[src/rtl/if_fetch_queue.sv]
// Instruction prefetch queue feeding the registered IF/ID stage; flushes drop all wrong-path state.
// Build option: define IFQ_BYPASS_EN to let a fetch arriving at an empty, advancing queue go straight to ID.
module if_fetch_queue #(
  parameter int DEPTH = 4,
  parameter int AW    = 32,
  parameter int IW    = 32
) (
  input  logic          clk_i,
  input  logic          rst_i,
  input  logic          flush_jump_i,
  input  logic          flush_int_i,
  input  logic [5:0]    stall_i,
  input  logic          fetch_valid_i,
  input  logic [AW-1:0] fetch_pc_i,
  input  logic [IW-1:0] fetch_inst_i,
  output logic          stall_req_o,
  output logic          id_valid_o,
  output logic [AW-1:0] id_pc_o,
  output logic [IW-1:0] id_inst_o,
  output logic          ovf_o
);

  localparam int          PW   = $clog2(DEPTH);
  localparam int          CW   = PW + 1;
  localparam logic        STOP = 1'b1;
  localparam logic [IW-1:0] NOP = IW'(32'h0000_0013);

  logic [AW-1:0] pc_mem   [DEPTH];
  logic [IW-1:0] inst_mem [DEPTH];
  logic [PW-1:0] wr_ptr, rd_ptr;
  logic [CW-1:0] count, count_nxt;

  logic flush, adv, have, full;
  logic push, pop, load_head, load_fetch, clear_id, ovf_nxt;
  logic unused_stall;

  assign unused_stall = ^{stall_i[5:2], stall_i[0]};

  assign flush = flush_jump_i | flush_int_i;
  assign adv   = (stall_i[1] != STOP);
  assign have  = (count != '0);
  assign full  = (count == CW'(DEPTH));

  // One slot of headroom covers the fetch already in flight when pc_reg freezes.
  assign stall_req_o = (count >= CW'(DEPTH - 1));

  always_comb begin
    push       = 1'b0;
    pop        = 1'b0;
    load_head  = 1'b0;
    load_fetch = 1'b0;
    clear_id   = 1'b0;
    ovf_nxt    = 1'b0;
    if (!flush) begin
      if (!adv) begin
        if (fetch_valid_i) begin
          if (!full) push = 1'b1;
          else       ovf_nxt = 1'b1;
        end
      end else if (have) begin
        // The pop frees the head slot, so a same-cycle fetch always fits.
        pop       = 1'b1;
        load_head = 1'b1;
        push      = fetch_valid_i;
      end else if (fetch_valid_i) begin
`ifdef IFQ_BYPASS_EN
        load_fetch = 1'b1;
`else
        push     = 1'b1;
        clear_id = 1'b1;
`endif
      end else begin
        clear_id = 1'b1;
      end
    end
  end

  always_comb begin
    count_nxt = count;
    if (flush) count_nxt = '0;
    else       count_nxt = count + CW'(push) - CW'(pop);
  end

  always_ff @(posedge clk_i) begin
    if (push) begin
      pc_mem[wr_ptr]   <= fetch_pc_i;
      inst_mem[wr_ptr] <= fetch_inst_i;
    end
  end

  always_ff @(posedge clk_i) begin
    if (!rst_i) begin
      wr_ptr     <= '0;
      rd_ptr     <= '0;
      count      <= '0;
      id_valid_o <= 1'b0;
      id_pc_o    <= '0;
      id_inst_o  <= NOP;
      ovf_o      <= 1'b0;
    end else begin
      count <= count_nxt;
      ovf_o <= ovf_nxt;
      if (flush) begin
        wr_ptr     <= '0;
        rd_ptr     <= '0;
        id_valid_o <= 1'b0;
        id_inst_o  <= NOP;
      end else begin
        if (push) wr_ptr <= wr_ptr + 1'b1;
        if (pop)  rd_ptr <= rd_ptr + 1'b1;
        if (load_head) begin
          id_valid_o <= 1'b1;
          id_pc_o    <= pc_mem[rd_ptr];
          id_inst_o  <= inst_mem[rd_ptr];
        end else if (load_fetch) begin
          id_valid_o <= 1'b1;
          id_pc_o    <= fetch_pc_i;
          id_inst_o  <= fetch_inst_i;
        end else if (clear_id) begin
          id_valid_o <= 1'b0;
          id_inst_o  <= NOP;
        end
      end
    end
  end

endmodule
[config.mk]
export PLATFORM = sky130hd
export DESIGN_NAME = if_fetch_queue
export DESIGN_NICKNAME = d
export VERILOG_FILES = /design/src/rtl/if_fetch_queue.sv
export SDC_FILE = /design/constraint.sdc
export NUM_CORES = 1
export LEC_CHECK = 0
export ABC_AREA = 1
export CAP_MARGIN = 20
export CORE_MARGIN = 3
export CORE_UTILIZATION = 50
export DETAILED_ROUTE_END_ITERATION = 10
export PLACE_DENSITY_LB_ADDON = 0.08
export RECOVER_POWER = 100
export SYNTH_ARGS = -nofsm -noshare
export SYNTH_HDL_FRONTEND = slang
export SYNTH_SLANG_ARGS = --single-unit
export TNS_END_PERCENT = 1
[constraint.sdc]
create_clock -name clk_i -period 6 [get_ports clk_i]
set_clock_uncertainty 0.15 [all_clocks]
set_input_delay 1.5 -clock clk_i [delete_from_list [all_inputs] [get_ports clk_i]]
set_output_delay 1.5 -clock clk_i [all_outputs]
set_load 0.03 [all_outputs]
==> results.json <==
{
  "rsz0062_at_grt": "no",
  "pwr-share-clk": 0.456,
  "layout_commonest_cell": "nand2_1",
  "routabilityCongestion": 0.701,
  "synthCells": 1219,
  "tns_ns": 0,
  "hold_path.class": "flip-flop to flip-flop",
  "worst-setup-path-type": "input port to flip-flop",
  "drc": 0,
  "grt_pass1_wl_um": 44000,
  "max_slew_margin": -0.356,
  "instances_no_fill": 1704,
  "synthAdderAreaFrac": 0.00822,
  "setup_viol": 0,
  "wl_per_cell_um": 16.1,
  "htree_levels": 2,
  "critPathLaunchType": "input port",
  "drt_first_iter_violations": 583,
  "vias_per_cell": 4.95,
  "hold_violations": 0,
  "crit_cells": 5,
  "crit_path_end_kind": "flip-flop",
  "ant_nets": 0,
  "netlist_top_cells_area": "edfxtp_1, dfxtp_1, nand2_1",
  "ys_seq_area_frac": 0.702,
  "max-vdd-ir-drop_mv": 0.217,
  "die_h_um": 168,
  "synth_top_family_by_area": "simple AND/OR/NAND/NOR gates",
  "synth_compound_gate_area_share": 0.0573,
  "nets": 1429,
  "syn2layout_area_growth_pct": 21.0,
  "seq_power_share": 0.522,
  "internal_power_uw": 3870,
  "path_max_fanout": 47,
  "fin_crit_ns": 4.65,
  "fin_crit_sh": 0.775,
  "cts_setup_buffers": 0,
  "start_util": 0.514,
  "p_per_area_nw_per_um2": 301,
  "num_rows": 58,
  "yosys.area.top_type": "edfxtp_1",
  "syn_area_um2": 13100,
  "drv_cap": 4,
  "cts_buffer_depth": 3,
  "synth-xor-area-share": 0.00134,
  "drive_gt1_frac": 0.0751,
  "track_usage": 0.194,
  "routed_wl_um": 27400,
  "worstPathArrival_ns": 4.67,
  "path_cells": "dlygate4sd3_1, nor3_1, nand2_1, nor2_1, buf_12",
  "coreArea_um2": 25500,
  "fillers": 2063,
  "critical_path.slowest_cell": "nor2_1",
  "io_pins": 142,
  "cts_made_buffers": 36,
  "p_comb_frac": 0.022,
  "grt_pass1_vias": 8464,
  "ys_ff_latch": 331,
  "vias": 8437,
  "switching_share": 0.189,
  "reg2reg_depth": 5,
  "clock.fmax_ghz": 0.215,
  "slowest_delay_ns": 1.56,
  "yosys.area.top_type_share": 0.587,
  "violations": "capacitance limit, slew limit",
  "cp.required_ns": 6.01,
  "synthDistinctLibCells": 24,
  "hpwl_um": 14600,
  "ctsHoldBuffers": 0,
  "dpl.cell_count": 1637,
  "worstHoldPathCells": 2,
  "syn_avg_cell_area_um2": 10.7,
  "yosysWarnings": 0,
  "antenna_found_initial": 6,
  "cts.sinks": 331,
  "worstMarginPinSlew_ns": 2.03,
  "cts_tree": "yes",
  "timing.critical_path.buf_inv": 2,
  "outcome": "finished with violations",
  "power.leakage_uw": 0.00633,
  "synthMuxAreaShare": 0,
  "numPortBuffers": 136,
  "die_x_um": 168,
  "synth_nets": 1302,
  "cts_resized": 0,
  "cts_root_buf": "clkbuf_16",
  "cts.reportedPaths.clkPinSlew_ns": 0.05,
  "cpLargestDelayFamily": "simple AND/OR/NAND/NOR gates",
  "clock_latency_ns": 0.50,
  "die-area_um2": 28200,
  "switching_power_uw": 901,
  "grt_max_degree": 67,
  "first_pass_iters": 4,
  "overflow": 0,
  "synthSimpleGateAreaFrac": 0.169,
  "slew_violations": 182,
  "final_cell_mix": "nand2_1, edfxtp_1, dlygate4sd3_1"
}
-- logic make-up (layout without fill, tap and decap cells) --
logic type | Yosys count | count (layout)
AND/OR/NAND/NOR | 546 | 546
flip-flops | 331 | 331
buffers and inverters | 197 | 350
AO/OA/AOI/OAI | 135 | 135
adder cells (fa/ha/maj) | 8 | 8
XOR/XNOR | 2 | 2
other | 0 | 2
-- Yosys cell counts --
library cell  number
inv_1            130
nor3_1             2
ha_1               7
o21ai_1           24
dfxtp_1           75
o21ai_0           73
a21oi_1           18
xnor2_1            1
nor2_1           104
nand2_2           21
nand2_1          352
buf_6              4
nand3_1           64
buf_4              6
buf_1              5
fa_1               1
buf_2             27
nand2_4            1
inv_2              6
a21oi_2           20
clkbuf_1          19
nor2_4             2
xor2_1             1
edfxtp_1         256
-- sequential cells by signal, summed over array words and instances, names as in the netlist, named ones only --
name and count:
pc_mem 128, count 3, wr_ptr 2, id_pc_o 32, ovf_o 1, id_valid_o 1
id_inst_o 32, rd_ptr 2, inst_mem 128
-- layer usage --
layer | part of all wire | vias to the layer above | GRT usage | routed length, um
li1 | - | 4226 | - | -
met1 | 0.43 | 3971 | 0.245 | 11800
met2 | 0.50 | 179 | 0.346 | 13700
met3 | 0.049 | 53 | 0.0347 | 1340
met4 | 0.021 | 8 | 0.0551 | 575
met5 | 0.0013 | - | 0 | 36
-- per-stage QoR --
stage	total power, uW	setup slack (ns)	utilization	instance area (um2)	hold slack [ns]
floorplan	2570	0.702	-	13100	0.324
detailed placement	2650	1.69	0.579	14800	0.305
CTS	4820	2.19	0.626	15900	0.314
global route	4910	1.11	0.622	15800	0.330
global placement	2650	1.69	0.578	14700	0.302
finish	4770	1.35	0.622	15800	0.309
-- power by group through the flow --
stage,clock network [uW],logic (uW),registers [uW]
global placement,0,115,2530
finish,2180,104,2490
global route,2310,116,2490
CTS,2220,118,2490
detailed placement,0,117,2540
floorplan,0,33.6,2540
-- layout make-up --
type                       count  area [um2]  share of cell area
sequential                   331        9190               0.580
clock buffer                  50        1000              0.0634
inverter                     136         510              0.0322
timing repair buffer         150        1530              0.0964
tap                          330         413              0.0261
antenna                        2        5.00            0.000316
clock inverter                14         169              0.0107
multi-input combinational    691        3030               0.191
-- final timing paths --
check | end | slack (ns) | startpoint
setup / recovery | inst_mem[3][10] | 1.35 | flush_int_i
hold / removal | id_inst_o[25] | 0.31 | id_inst_o[25]
setup reg to reg | inst_mem[3][10] | 2.69 | count[1]
hold reg to reg | id_inst_o[25] | 0.31 | id_inst_o[25]
-- worst register-to-register path, stage by stage (launching register included) --
cell and delay, ns:
dfxtp_1 0.39, nor2_1 0.08, nand3_1 0.14, nand2_1 0.22, nor2_1 1.56, buf_12 0.39
No activity file was read; power rests on OpenSTA's default activity.
